--- src/rtl/time_pkg.sv ---
// Shared constants, state encoding and BCD helpers for the time-setting entry path.
package time_pkg;

  localparam logic [3:0] KEY_KEEP   = 4'hA;
  localparam logic [3:0] KEY_OK     = 4'hB;
  localparam logic [3:0] KEY_CANCEL = 4'hC;

  localparam int unsigned MAX_HOUR = 23;
  localparam int unsigned MAX_MIN  = 59;

  typedef enum logic [2:0] {
    ST_IDLE = 3'd0,
    ST_HT   = 3'd1,
    ST_HU   = 3'd2,
    ST_MT   = 3'd3,
    ST_MU   = 3'd4,
    ST_CONF = 3'd5
  } entry_state_e;

  typedef struct packed {
    logic [3:0] tens;
    logic [3:0] ones;
  } bcd2_t;

  // Divide by 10 via compare/subtract; valid for inputs below 80.
  function automatic bcd2_t bin_to_bcd(input logic [5:0] v);
    bcd2_t      b;
    logic [5:0] r;
    logic [3:0] t;
    r = v;
    t = 4'd0;
    if (r >= 6'd40) begin r = r - 6'd40; t = t + 4'd4; end
    if (r >= 6'd20) begin r = r - 6'd20; t = t + 4'd2; end
    if (r >= 6'd10) begin r = r - 6'd10; t = t + 4'd1; end
    b.tens = t;
    b.ones = 4'(r);
    return b;
  endfunction

  function automatic logic [6:0] bcd_join(input logic [3:0] tens, input logic [3:0] ones);
    return (7'(tens) * 7'd10) + 7'(ones);
  endfunction

endpackage

--- src/rtl/time_set_entry_if.sv ---
// Keypad/timekeeper signal bundle for the time-setting entry block.
interface time_set_entry_if;
  logic       set_mode;
  logic       key_valid;
  logic [3:0] key_code;
  logic [5:0] cur_hour;
  logic [5:0] cur_minute;
  logic [5:0] key_hour;
  logic [5:0] key_minute;
  logic       set_time;
  logic       entry_active;
  logic [1:0] digit_pos;
  logic       key_err;

  modport master (
    output set_mode, key_valid, key_code, cur_hour, cur_minute,
    input  key_hour, key_minute, set_time, entry_active, digit_pos, key_err
  );

  modport slave (
    input  set_mode, key_valid, key_code, cur_hour, cur_minute,
    output key_hour, key_minute, set_time, entry_active, digit_pos, key_err
  );
endinterface

--- src/rtl/entry_timer.sv ---
// Loadable inactivity counter; expire_o is high while the count sits at TIMEOUT_CYC-1.
module entry_timer #(
  parameter int unsigned TIMEOUT_CYC = 100000000,
  parameter int unsigned TO_W        = 27
) (
  input  logic            clk,
  input  logic            rst,
  input  logic            clr_i,
  input  logic            en_i,
  input  logic            load_i,
  input  logic [TO_W-1:0] load_val_i,
  output logic            expire_o
);

  localparam logic [TO_W-1:0] LAST = TO_W'(TIMEOUT_CYC - 1);

  logic [TO_W-1:0] cnt_q, cnt_d;
  logic            expire_q;

  always_comb begin
    cnt_d = cnt_q;
    if (clr_i)       cnt_d = '0;
    else if (load_i) cnt_d = load_val_i;
    else if (en_i)   cnt_d = cnt_q + TO_W'(1);
  end

  always_ff @(posedge clk or negedge rst) begin
    if (!rst) begin
      cnt_q    <= '0;
      expire_q <= 1'b0;
    end else begin
      cnt_q    <= cnt_d;
      expire_q <= (cnt_d == LAST);
    end
  end

  assign expire_o = expire_q;

endmodule

--- src/rtl/time_set_entry.sv ---
// Keypad time-entry front end: four range-checked BCD digits, keep/confirm/cancel, idle timeout.
module time_set_entry
  import time_pkg::*;
#(
  parameter int unsigned TIMEOUT_CYC = 100000000,
  parameter int unsigned TO_W        = 27
) (
  input  logic             clk,
  input  logic             rst,
  time_set_entry_if.slave  bus
);

  entry_state_e     state_q, state_d, adv_c;
  logic [3:0][3:0]  dig_q, dig_d;
  logic [1:0]       pos_c;
  logic [3:0]       eff_c;
  logic             is_digit_c, is_keep_c, is_ok_c, is_cancel_c, legal_c;
  logic             commit_c, err_c, tmr_clr_c, expire_c;
  bcd2_t            hour_bcd_c, min_bcd_c;

  logic [5:0] key_hour_q, key_hour_d, key_minute_q, key_minute_d;
  logic       set_time_q, set_time_d, entry_active_q, entry_active_d;
  logic       key_err_q, key_err_d;
  logic [1:0] digit_pos_q, digit_pos_d;

  entry_timer #(
    .TIMEOUT_CYC (TIMEOUT_CYC),
    .TO_W        (TO_W)
  ) u_timer (
    .clk        (clk),
    .rst        (rst),
    .clr_i      (tmr_clr_c),
    .en_i       (state_q != ST_IDLE),
    .load_i     (1'b0),
    .load_val_i ('0),
    .expire_o   (expire_c)
  );

  // Key decode and validation against the effective (entered or kept) digit.
  always_comb begin
    hour_bcd_c  = bin_to_bcd(bus.cur_hour);
    min_bcd_c   = bin_to_bcd(bus.cur_minute);
    is_digit_c  = (bus.key_code <= 4'd9);
    is_keep_c   = (bus.key_code == KEY_KEEP);
    is_ok_c     = (bus.key_code == KEY_OK);
    is_cancel_c = (bus.key_code == KEY_CANCEL);
    pos_c       = 2'd0;
    adv_c       = ST_IDLE;
    unique case (state_q)
      ST_HT:   begin pos_c = 2'd0; adv_c = ST_HU;   end
      ST_HU:   begin pos_c = 2'd1; adv_c = ST_MT;   end
      ST_MT:   begin pos_c = 2'd2; adv_c = ST_MU;   end
      ST_MU:   begin pos_c = 2'd3; adv_c = ST_CONF; end
      default: begin pos_c = 2'd0; adv_c = ST_IDLE; end
    endcase
    eff_c   = is_keep_c ? dig_q[pos_c] : bus.key_code;
    legal_c = 1'b0;
    unique case (state_q)
      ST_HT:   legal_c = (eff_c <= 4'(MAX_HOUR / 10));
      ST_HU:   legal_c = (bcd_join(dig_q[0], eff_c) <= 7'(MAX_HOUR));
      ST_MT:   legal_c = (eff_c <= 4'(MAX_MIN / 10));
      ST_MU:   legal_c = (bcd_join(dig_q[2], eff_c) <= 7'(MAX_MIN));
      default: legal_c = 1'b0;
    endcase
  end

  // Next-state and digit-register update.
  always_comb begin
    state_d   = state_q;
    dig_d     = dig_q;
    commit_c  = 1'b0;
    err_c     = 1'b0;
    tmr_clr_c = 1'b0;
    unique case (state_q)
      ST_IDLE: begin
        if (bus.set_mode) begin
          state_d   = ST_HT;
          tmr_clr_c = 1'b1;
          dig_d[0]  = hour_bcd_c.tens;
          dig_d[1]  = hour_bcd_c.ones;
          dig_d[2]  = min_bcd_c.tens;
          dig_d[3]  = min_bcd_c.ones;
        end
      end
      ST_HT, ST_HU, ST_MT, ST_MU: begin
        if (bus.key_valid) begin
          tmr_clr_c = 1'b1;
          if (is_cancel_c) begin
            state_d = ST_IDLE;
          end else if (is_digit_c || is_keep_c) begin
            if (legal_c) begin
              dig_d[pos_c] = eff_c;
              state_d      = adv_c;
            end else begin
              err_c = 1'b1;
            end
          end else if (is_ok_c) begin
            err_c = 1'b1;
          end
        end else if (expire_c) begin
          state_d = ST_IDLE;
        end
      end
      ST_CONF: begin
        if (bus.key_valid) begin
          tmr_clr_c = 1'b1;
          if (is_cancel_c) begin
            state_d = ST_IDLE;
          end else if (is_ok_c) begin
            commit_c = 1'b1;
            state_d  = ST_IDLE;
          end else if (is_digit_c || is_keep_c) begin
            err_c = 1'b1;
          end
        end else if (expire_c) begin
          state_d = ST_IDLE;
        end
      end
      default: state_d = ST_IDLE;
    endcase
  end

  // Output next values; all outputs leave through registers.
  always_comb begin
    key_hour_d     = key_hour_q;
    key_minute_d   = key_minute_q;
    if (commit_c) begin
      key_hour_d   = 6'(bcd_join(dig_q[0], dig_q[1]));
      key_minute_d = 6'(bcd_join(dig_q[2], dig_q[3]));
    end
    set_time_d     = commit_c;
    key_err_d      = err_c;
    entry_active_d = (state_d != ST_IDLE);
    unique case (state_d)
      ST_HU:            digit_pos_d = 2'd1;
      ST_MT:            digit_pos_d = 2'd2;
      ST_MU, ST_CONF:   digit_pos_d = 2'd3;
      default:          digit_pos_d = 2'd0;
    endcase
  end

  always_ff @(posedge clk or negedge rst) begin
    if (!rst) begin
      state_q        <= ST_IDLE;
      dig_q          <= '0;
      key_hour_q     <= 6'd0;
      key_minute_q   <= 6'd0;
      set_time_q     <= 1'b0;
      entry_active_q <= 1'b0;
      digit_pos_q    <= 2'd0;
      key_err_q      <= 1'b0;
    end else begin
      state_q        <= state_d;
      dig_q          <= dig_d;
      key_hour_q     <= key_hour_d;
      key_minute_q   <= key_minute_d;
      set_time_q     <= set_time_d;
      entry_active_q <= entry_active_d;
      digit_pos_q    <= digit_pos_d;
      key_err_q      <= key_err_d;
    end
  end

  assign bus.key_hour     = key_hour_q;
  assign bus.key_minute   = key_minute_q;
  assign bus.set_time     = set_time_q;
  assign bus.entry_active = entry_active_q;
  assign bus.digit_pos    = digit_pos_q;
  assign bus.key_err      = key_err_q;

endmodule

--- src/flat_wrapper.sv ---
// flat-port wrapper written by rule: the top's interface ports become plain ports
module time_set_entry_flat import time_pkg::*;
#(
  parameter int unsigned TIMEOUT_CYC = 100000000,
  parameter int unsigned TO_W        = 27
)
  (clk, rst, bus_set_mode, bus_key_valid, bus_key_code, bus_cur_hour, bus_cur_minute, bus_key_hour, bus_key_minute, bus_set_time, bus_entry_active, bus_digit_pos, bus_key_err);
  time_set_entry_if bus_i ();
  input  logic clk;
  input  logic rst;
  input wire logic [$bits(bus_i.set_mode)-1:0] bus_set_mode;
  input wire logic [$bits(bus_i.key_valid)-1:0] bus_key_valid;
  input wire logic [$bits(bus_i.key_code)-1:0] bus_key_code;
  input wire logic [$bits(bus_i.cur_hour)-1:0] bus_cur_hour;
  input wire logic [$bits(bus_i.cur_minute)-1:0] bus_cur_minute;
  output wire logic [$bits(bus_i.key_hour)-1:0] bus_key_hour;
  output wire logic [$bits(bus_i.key_minute)-1:0] bus_key_minute;
  output wire logic [$bits(bus_i.set_time)-1:0] bus_set_time;
  output wire logic [$bits(bus_i.entry_active)-1:0] bus_entry_active;
  output wire logic [$bits(bus_i.digit_pos)-1:0] bus_digit_pos;
  output wire logic [$bits(bus_i.key_err)-1:0] bus_key_err;
  assign bus_i.set_mode = bus_set_mode;
  assign bus_i.key_valid = bus_key_valid;
  assign bus_i.key_code = bus_key_code;
  assign bus_i.cur_hour = bus_cur_hour;
  assign bus_i.cur_minute = bus_cur_minute;
  assign bus_key_hour = bus_i.key_hour;
  assign bus_key_minute = bus_i.key_minute;
  assign bus_set_time = bus_i.set_time;
  assign bus_entry_active = bus_i.entry_active;
  assign bus_digit_pos = bus_i.digit_pos;
  assign bus_key_err = bus_i.key_err;
  time_set_entry #(.TIMEOUT_CYC(TIMEOUT_CYC), .TO_W(TO_W)) u_core (.clk(clk), .rst(rst), .bus(bus_i));
endmodule
--- config.mk ---
export PLATFORM = sky130hd
export DESIGN_NAME = time_set_entry_flat
export DESIGN_NICKNAME = d
export VERILOG_FILES = /design/src/rtl/time_pkg.sv /design/src/rtl/time_set_entry_if.sv /design/src/rtl/entry_timer.sv /design/src/rtl/time_set_entry.sv /design/src/flat_wrapper.sv
export SDC_FILE = /design/constraint.sdc
export NUM_CORES = 1
export LEC_CHECK = 0
export CORE_MARGIN = 5
export CORE_UTILIZATION = 60
export DETAILED_ROUTE_END_ITERATION = 8
export PLACE_DENSITY = 0.93
export SYNTH_ARGS = -nofsm -noshare
export SYNTH_HDL_FRONTEND = slang
export SYNTH_SLANG_ARGS = --single-unit
--- constraint.sdc ---
create_clock -name clk -period 7.65 [get_ports clk]
set_input_delay 0.765 -clock clk [delete_from_list [all_inputs] [get_ports clk]]
set_output_delay 0.765 -clock clk [all_outputs]
set_load 0.02 [all_outputs]
==> results of run 1 <==
==> synthesized netlist by cell type, types with 5 or more instances <==
cell type | instances | area [sq um]
xor2_1 | 22 | 192.7
o22ai_1 | 6 | 37.54
nor3b_1 | 5 | 37.54
a21oi_1 | 27 | 135.1
fa_1 | 6 | 120.1
nand3_1 | 12 | 60.06
xnor2_1 | 17 | 148.9
mux2i_1 | 10 | 100.1
or3_1 | 8 | 50.05
nor4_1 | 5 | 31.28
nor3_1 | 14 | 70.07
ha_1 | 25 | 312.8
clkbuf_1 | 13 | 48.80
nand2_1 | 46 | 172.7
dfrtp_1 | 64 | 1602
a22oi_1 | 6 | 45.04
nor2b_1 | 12 | 75.07
o21ai_0 | 27 | 135.1
a211oi_1 | 6 | 45.04
nand2b_1 | 13 | 81.33
a31oi_1 | 6 | 37.54
nor2_1 | 49 | 183.9
nand4_1 | 7 | 43.79
inv_1 | 38 | 142.6
o21ai_1 | 6 | 30.03
==> worst max-delay path, cell delays in order (launching register included) <==
cell and delay [ns]:
dfrtp_1 0.83, nand2b_1 0.52, o221ai_1 0.17, o22ai_1 0.52
ha_1 0.29, inv_1 0.06, fa_1 0.41, nand2b_1 0.19
a2111oi_0 0.48, o22ai_1 0.21, a32o_1 0.31, a21boi_1 0.64
o22a_1 0.26
==> logic make-up after synthesis <==
group                      after synthesis
and+or+nand+nor                        208
buffers and inverters                   61
adders and majority gates               31
muxes                                   16
xor gates and xnor gates                40
AOI/OAI and AO/OA                      144
DFF                                     64
==> registers in the layout, summed over array words and instances (netlist names) <==
signal	count
u_core.dig_q	16
u_core.u_timer.cnt_q	27
u_core.bus.entry_active	1
u_core.bus.set_time	1
u_core.bus.key_err	1
u_core.u_timer.expire_o	1
u_core.bus.key_minute	6
u_core.bus.key_hour	6
u_core.state_q	3
u_core.bus.digit_pos	2
==> how the worst min path moves through the flow <==
stage / startpoint / end / slack, ns / cells after the start
detailed placement: u_core.bus.key_hour[3]$_DFFE_PN0P_ / u_core.bus.key_hour[3]$_DFFE_PN0P_ / 0.47 / 2
finish: u_core.bus.key_hour[3]$_DFFE_PN0P_ / u_core.bus.key_hour[3]$_DFFE_PN0P_ / 0.48 / 2
CTS: u_core.bus.key_hour[3]$_DFFE_PN0P_ / u_core.bus.key_hour[3]$_DFFE_PN0P_ / 0.49 / 2
global route: u_core.bus.key_hour[3]$_DFFE_PN0P_ / u_core.bus.key_hour[3]$_DFFE_PN0P_ / 0.51 / 2
floorplan: rst / u_core.bus.digit_pos[0]$_DFF_PN0_ / 0.47 / 0
global placement: u_core.bus.key_hour[5]$_DFFE_PN0P_ / u_core.bus.key_hour[5]$_DFFE_PN0P_ / 0.46 / 2
==> final cells by class <==
class / instances / area (sq um) / area share
inverters: 38 / 142.6 / 0.02579
well taps: 105 / 131.4 / 0.02376
clock buffers: 9 / 123.9 / 0.02240
repair buffers: 38 / 370.4 / 0.06697
clock inverters: 7 / 72.57 / 0.01312
multi-input cells: 439 / 3088 / 0.5584
flip-flops and latches: 64 / 1602 / 0.2896
==> where the power goes <==
group          internal, mW  switching (mW)
Sequential            0.416           0.120
Combinational         0.438           0.628
Clock                 0.150           0.135
Total                  1.00           0.883
==> through the flow <==
| stage | power (mW) | hold slack, ns | cells |
|---|---|---|---|
| floorplan | 1.285 | 0.4667 | 564 |
| global placement | 1.546 | 0.4605 | 684 |
| detailed placement | 1.583 | 0.4698 | 684 |
| CTS | 1.873 | 0.4859 | 700 |
| global route | 2.014 | 0.5065 | 700 |
| finish | 1.887 | 0.4760 | 700 |
==> placed cells by master, fill, tap and decap left out, types with 17 or more instances in the layout <==
master and n:
inv_1 38, nand2_1 46, dfrtp_1 64, ha_1 25
xor2_1 22, nor2_1 49, clkdlybuf4s50_1 35, xnor2_1 17
o21ai_0 27, a21oi_1 27
==> routing by layer <==
layer	GRT usage	vias up	wire, um
met1	0.3308	2116	5213
met5	0	-	0
li1	-	2096	-
met3	0.04983	46	822
met4	0.1258	0	483
met2	0.4192	195	6140
==> impl_metrics.toml, run 1 <==
[critical_path]
r2r_setup_slack_ns = 2.69
r2r-start = "u_core.state_q[2]$_DFF_PN0_"
worstPathMaxFanout = 23
cp-start-kind = "register"
cp.required_ns = 7.92
crit_start = "u_core.state_q[2]$_DFF_PN0_"
crit_type = "register to register"
cp-endpoint = "u_core.dig_q[15]$_DFFE_PN0P_"
worst_r2r_path_depth = 12
endpoint_kind = "register"
cp.arrival_ns = 5.24
r2r-end = "u_core.dig_q[15]$_DFFE_PN0P_"

[yosys]
netlist_instances = 564
yosys.area_share.simple = 0.2256
yosys.area_share.xor_xnor = 0.07217
yosysSeqAreaShare = 0.3230
ys.flop_type = "dfrtp_1"
synth-async-reset-ratio = 1.000
synth_top_family_by_area = "simple AND/OR/NAND/NOR gates"
synth_nets = 615
synthMuxAreaShare = 0.03381
synth_compound_area_frac = 0.2039
synth_cell_type_count = 87
synth.ff_latch_count = 64
synth_area_sq_um = 4959
yosysWarnings = 0
syn_avg_cell_area_sq_um = 8.792
synthAdderAreaFrac = 0.08731
synth_enable_flop_cells = 0

[floorplanning]
core-area_sq_um = 8134
rows = 33
chipWidth_um = 100.9
dieArea_sq_um = 10180
start_util = 0.6096
die_y_um = 100.9
pin_count = 37

[clock_tree]
insertion_delay_ns = 0.35
cts_setup_buffers = 0
cts_num_sinks = 64
cts_tree = "built"
clockBufferDepth = 2
ctsHtreeMaxLevel = 3
cts-hold-fix-buffers = 0
cts_resized = 0
clockRootBuffer = "clkbuf_8"
numCtsBuffers = 9
clk_pin_slew_ns = 0.07

[timing]
worst_pin_slew_ns = 0.8547
max_slew_margin = 0.4302
rsz0062_at_grt = "no"
post-route-period-util = 0.6488
hold_violations = 0
finalSetupViolCount = 0
period_minus_slack_ns = 4.963
maxSlewViolCount = 0
timing.fmax_mhz = 201.5
setup_tns_ns = 0
skew_ns = 0.01405
setup_slack_ns = 2.687

[grt]
grt_util_all_layers = 0.2585
antenna_found_initial = 0
grt_pass1_wl_um = 21030
grt_max_degree = 65
grt_pass1_vias = 4430
grt_remaining_overflow = 0

[routing]
vias_per_cell = 6.361
ant_nets = 0
drt-total-wl_um = 12660
first_pass_iters = 5
vias = 4453
post_drt_wl_per_cell_um = 18.09
drt_iter0_markers = 459
drcViolationCount = 0

[placed_design]
place_congestion = 1.055
placed_area_sq_um = 5334
dp_hpwl_um = 9647
port-buffer-count = 36
dp_slack_ns = 2.537

[cells_and_area]
n_antenna_cell = 0
final_area_sq_um = 5530
area_delta_synth_final_pct = 11.53
nets = 641
final_util = 0.6799
fillers = 639
drive_above_1_share = 0.06891

[outcome]
status = "finished clean"

[job]
maxCapViolCount = 0

[power]
power_per_cell_area_nw_per_um2 = 341.3
p_leak_nw = 2.364
ir_drop_v = 0.0001802

[worst_hold_path]
hold_path_class = "register to register"
Note: power is estimated with default switching activity, not from simulation.
==> inputs of run 2 (changes only) <==
--- a/config.mk
+++ b/config.mk
@@ -6,9 +6,9 @@
 export NUM_CORES = 1
 export LEC_CHECK = 0
 export CORE_MARGIN = 5
-export CORE_UTILIZATION = 60
+export CORE_UTILIZATION = 54
 export DETAILED_ROUTE_END_ITERATION = 8
-export PLACE_DENSITY = 0.93
+export PLACE_DENSITY = 0.89
 export SYNTH_ARGS = -nofsm -noshare
 export SYNTH_HDL_FRONTEND = slang
 export SYNTH_SLANG_ARGS = --single-unit
==> constraint.sdc (replaced) <==
create_clock -name clk -period 4.1 [get_ports clk]
set_input_delay 0.41 -clock clk [delete_from_list [all_inputs] [get_ports clk]]
set_output_delay 0.41 -clock clk [all_outputs]
set_load 0.02 [all_outputs]
==> run 2 against run 1 <==
Net effect:
- cell area grew 2.7%
- largest cell class unchanged
- critical path type unchanged
- worst hold slack lost 0.37 ns
- worst setup slack lost 2.6 ns
- sequential cell count is the same
==> impl_metrics.toml, run 2 (synthesized netlist as in run 1, its figures left out) <==
[outcome]
status = "finished clean"

[routing]
post_drt_wl_per_cell_um = 17.88
drcViolationCount = 0
ant_nets = 0
vias_per_cell = 6.312
drt_iter0_markers = 365
vias = 4576
first_pass_iters = 5
drt-total-wl_um = 12960

[cells_and_area]
n_antenna_cell = 0
top_register = "u_core.u_timer.cnt_q"
fin_cells = 725
top_regs = "u_core.u_timer.cnt_q: 27 flops, u_core.dig_q: 16 flops"
nets = 660
area_delta_synth_final_pct = 14.53
multi_input_area_sq_um = 3104
fillers = 749
final_common_cell = "dfrtp_1"
layout.cells.most_common_list = "dfrtp_1, nor2_1, nand2_1"
largest_reg_flops = 27
register_area_sq_um = 1602
drive_above_1_share = 0.1026

[critical_path]
crit_type = "register to register"
cp_cell_sequence = "or3b_1 -> o32a_1 -> a31o_2 -> buf_4 -> ha_1 -> a211oi_1 -> nor2_1 -> a211oi_1 -> nor2b_1 -> xor2_1 -> a32o_1 -> a21boi_1 -> buf_4 -> o22a_1"
cp.required_ns = 4.34
cp-start-kind = "register"
cpPeakStageDelay_ns = 0.54
cp.arrival_ns = 4.21
endpoint_kind = "register"
crit_slowest_cell = "or3b_1"
worstPathMaxFanout = 11

[worst_hold_path]
hold_path_class = "input pin to async pin"

[grt]
grt_max_degree = 34
grt_pass1_wl_um = 21880
grt_util_all_layers = 0.2384
grt_pass1_vias = 4638
grt_remaining_overflow = 0
antenna_found_initial = 0

[power]
ir_drop_v = 0.0003805
power_per_cell_area_nw_per_um2 = 625.7
p_total_mw = 3.553
p_leak_nw = 2.452

[clock_tree]
ctsHtreeMaxLevel = 3
numCtsBuffers = 9
clockBufferDepth = 2
clk_pin_slew_ns = 0.08
clockRootBuffer = "clkbuf_8"
cts-hold-fix-buffers = 0
cts_tree = "built"
insertion_delay_ns = 0.36
cts_num_sinks = 64

[job]
maxCapViolCount = 0

[floorplanning]
chipWidth_um = 105.8
start_util = 0.5444
pin_count = 37
dieArea_sq_um = 11200
die_y_um = 105.8
rows = 35
core-area_sq_um = 9109

[timing]
finalSetupViolCount = 0
rsz0062_at_grt = "yes"
timing.fmax_mhz = 251.8
hold_violations = 0
max_slew_margin = 0.5119
skew_ns = 0.01180
worst_pin_slew_ns = 0.7266
hold_slack_ns = 0.1047
post-route-period-util = 0.9685
maxSlewViolCount = 0
period_minus_slack_ns = 3.971

[placed_design]
placedCellCount = 709
place_congestion = 1.005
port-buffer-count = 36
dp_hpwl_um = 9921
[run 2: cell types whose count changed in the layout (fill, tap and decap cells not counted), sizes merged]
| cell | change |
|---|---|
| buf | +19 |
| inv | +2 |
| bufinv | -1 |
| clkinv | -1 |
[run 2: final timing paths]
path                       slack, ns                                from                                 end  depth (start not counted)
hold reg to reg                 0.48  u_core.bus.key_hour[1]$_DFFE_PN0P_  u_core.bus.key_hour[1]$_DFFE_PN0P_                          2
setup reg to reg                0.13         u_core.state_q[1]$_DFF_PN0_        u_core.dig_q[15]$_DFFE_PN0P_                         14
hold / removal                  0.10                                 rst         u_core.dig_q[2]$_DFFE_PN0P_                          1
min in group clk                0.48  u_core.bus.key_hour[1]$_DFFE_PN0P_  u_core.bus.key_hour[1]$_DFFE_PN0P_                          2
max in group asynchronous       3.10                                 rst         u_core.dig_q[9]$_DFFE_PN0P_                          2
setup / recovery                0.13         u_core.state_q[1]$_DFF_PN0_        u_core.dig_q[15]$_DFFE_PN0P_                         14
[run 2: routing by layer]
| layer | vias to the layer above | GRT usage | part of all wire |
|---|---|---|---|
| met1 | 2143 | 0.2867 | 0.39 |
| met2 | 248 | 0.3939 | 0.49 |
| met5 | - | 0 | 0 |
| met4 | 0 | 0.1166 | 0.045 |
| li1 | 2117 | - | - |
| met3 | 68 | 0.06430 | 0.079 |
[run 2: cell type report]
type / instances / share of cell area
Multi-Input combinational cell: 439 / 0.5466
Clock buffer: 9 / 0.02181
Sequential cell: 64 / 0.2820
Timing Repair Buffer: 57 / 0.09033
Inverter: 38 / 0.02512
Clock inverter: 7 / 0.009694
Tap cell: 111 / 0.02445
[run 2: where the power goes]
part	internal (mW)	total (mW)	switching [mW]
clock network	0.224	0.504	0.280
registers	0.777	0.944	0.167
logic	0.869	2.11	1.24
[run 2: critical path, delay by kind of cell (launching register included)]
family          cells  cell delay [ns]
compound gates      7             1.80
xor+xnor            1             0.22
fa+ha+maj           1             0.28
buf+inv             2             0.33
flops               1             0.48
simple gates        3             0.73
[run 2: stage by stage]
stage	setup slack [ns]	util	area, sq um	TNS [ns]
final	0.1292	0.6235	5679	0
after global routing	-0.009158	0.6235	5679	-0.009158
after CTS	0.2158	0.6217	5663	0
after detailed placement	-0.07566	0.6021	5484	-0.1601
after global placement	0.1095	0.6021	5484	0
after floorplan	0.5893	-	4959	0
[run 2: timing repair]
item | 4_1_cts | 5_1_grt
endpoints found under the hold margin | 0 | 0
setup buffers | 0 | 0
endpoints found under the setup margin | 0 | 3
resized for setup | 0 | 3
==> inputs of run 3 (changes only) <==
--- a/config.mk
+++ b/config.mk
@@ -7,6 +7,7 @@
 export LEC_CHECK = 0
 export CORE_MARGIN = 5
 export CORE_UTILIZATION = 54
+export CTS_CLUSTER_SIZE = 14
 export DETAILED_ROUTE_END_ITERATION = 8
 export PLACE_DENSITY = 0.89
 export SYNTH_ARGS = -nofsm -noshare
==> results of run 3 <==
No change in the layout: final DEF, timing and power equal those of run 2.
==> variant: new RTL, settings of run 3 <==
Take the reset off `key_hour_q` and load it in a clocked block of its own.
--- a/src/rtl/time_set_entry.sv
+++ b/src/rtl/time_set_entry.sv
@@ -143,7 +143,6 @@
     if (!rst) begin
       state_q        <= ST_IDLE;
       dig_q          <= '0;
-      key_hour_q     <= 6'd0;
       key_minute_q   <= 6'd0;
       set_time_q     <= 1'b0;
       entry_active_q <= 1'b0;
@@ -152,13 +151,16 @@
     end else begin
       state_q        <= state_d;
       dig_q          <= dig_d;
-      key_hour_q     <= key_hour_d;
       key_minute_q   <= key_minute_d;
       set_time_q     <= set_time_d;
       entry_active_q <= entry_active_d;
       digit_pos_q    <= digit_pos_d;
       key_err_q      <= key_err_d;
     end
+  end
+
+  always_ff @(posedge clk) begin
+    key_hour_q <= key_hour_d;
   end
 
   assign bus.key_hour     = key_hour_q;
Function: changed (a bounded check fails within 10 cycles, from zero or initial values and one cycle with rst low; the reset may be asserted at any time).
==> variant against run 3 <==
Critical path depth increased by 2; synthesized area decreased by 4.7%; sequential cell count unchanged; wire length decreased by 8.3%; worst setup slack improved by 0.084 ns; cell area decreased by 3.5%; total power decreased by 13%; largest power group unchanged; global-route usage decreased by 1.6 points.
==> variant: results (changes against run 3) <==
metric	value	unit	change
outcome	complete, no violations		unchanged
dp_hpwl	8.98	mm	was 9.92 mm
first_iter_violations	459		was 365
grt.total_usage	22.2	%	was 23.8%
synth_fp_nets	572		was 615
synth-xor-area-share	8.16	%	was 7.22%
gp_congestion	0.967		was 1.00
arrival	4.12	ns	was 4.21 ns
synth_compound_area_share	18.9	%	was 20.4%
grt_max_degree	59		was 34
synth_edf_count	6		was 0
drive_gt1_share	11.7	%	was 10.3%
fillers	692		was 749
async_flop_share	90.6	%	was 100%
grt_pass1_wl	20.1	mm	was 21.9 mm
synthAdderAreaFrac	9.16	%	was 8.73%
ys_seq_area_share	34.5	%	was 32.3%
drt-total-wl	11.9	mm	was 13.0 mm
cts_buffers	9		unchanged
finalClockSkew	0.0112	ns	was 0.0118 ns
place_ws	0.0881	ns	was -0.0757 ns
ys_types	78		was 87
rrSetupSlack	0.21	ns	was 0.13 ns
muxShareOfSynthArea	3.58	%	was 3.38%
timing.rr.end	u_core.dig_q[1]		was u_core.dig_q[15]
worst_hold_slack	0.198	ns	was 0.105 ns
via_per_inst	6.20		was 6.31
worstMarginPinSlew	0.747	ns	was 0.727 ns
p_leak	0.00243	µW	was 0.00245 µW
ir_worst_vdd	0.275	mV	was 0.381 mV
==> variant: cell count changes after synthesis, sizes merged, moves of 5 or more <==
cell / change
a21o: +8
nand2b: -7
a21oi: -6
a22o: +6
dfrtp: -6
edfxtp: +6
o21ai: -6
a22oi: -5
==> variant: how the worst max path moves through the flow <==
stage	from	end	slack, ns	depth (start not counted)
floorplan	u_core.state_q[2]	u_core.dig_q[0]	0.53	16
global placement	bus_key_code[2]	u_core.dig_q[0]	0.27	15
detailed placement	bus_key_code[2]	u_core.dig_q[2]	0.09	15
CTS	u_core.state_q[1]	u_core.dig_q[5]	0.27	16
global route	u_core.state_q[1]	u_core.dig_q[0]	-0.02	16
finish	u_core.state_q[1]	u_core.dig_q[1]	0.21	16
==> variant: cell families (layout without fill, tap and decap cells) <==
group,Yosys count,count (layout)
multiplexers,15,15
flip-flops,64,64
buffers and inverters,55,107
AO/OA/AOI/OAI,121,121
AND/OR/NAND/NOR,191,191
XOR/XNOR,44,44
adder cells (fa/ha/maj),31,31
==> variant: per-layer routing <==
metal | global-route usage, % | vias up | part of all wire (%) | wire length, µm
li1 | - | 1951 | - | -
met1 | 28.1 | 1990 | 41 | 4890
met2 | 35.6 | 224 | 47 | 5600
met3 | 5.41 | 54 | 7.7 | 917
met4 | 10.6 | 0 | 4.0 | 478
met5 | 0 | - | 0 | 0
==> variant: cell type report <==
type / count / area share, %
clock buffer: 10 / 2.72
clock inverter: 5 / 0.571
inverter: 35 / 2.49
multi-input combinational: 402 / 52.6
sequential: 64 / 29.8
tap: 108 / 2.47
timing repair buffer: 57 / 9.36
==> variant: worst max-delay path: cells and delay by family, from the launching register on <==
kind,cells,cell delay (ns)
flops,1,0.47
compound gates,7,1.10
fa+ha+maj,2,0.69
mux,1,0.30
simple gates,4,1.06
buf+inv,2,0.16
==> variant: report_power, final <==
group	switching, µW	total (µW)	leakage, µW	internal [µW]
Clock	250	500	0.0000930	251
Combinational	966	1690	0.00151	728
Sequential	125	897	0.000830	772
Total	1340	3090	0.00243	1750
==> variant: metrics by stage <==
stage	instance area, µm²	instances
after floorplan	4720	521
after global placement	5290	666
after detailed placement	5290	666
after CTS	5470	681
after global routing	5480	681
final	5480	681
==> variant: timing repair <==
item	4_1_cts	5_1_grt
gates resized for setup	0	3
hold buffers	0	0
setup endpoints to repair	0	8
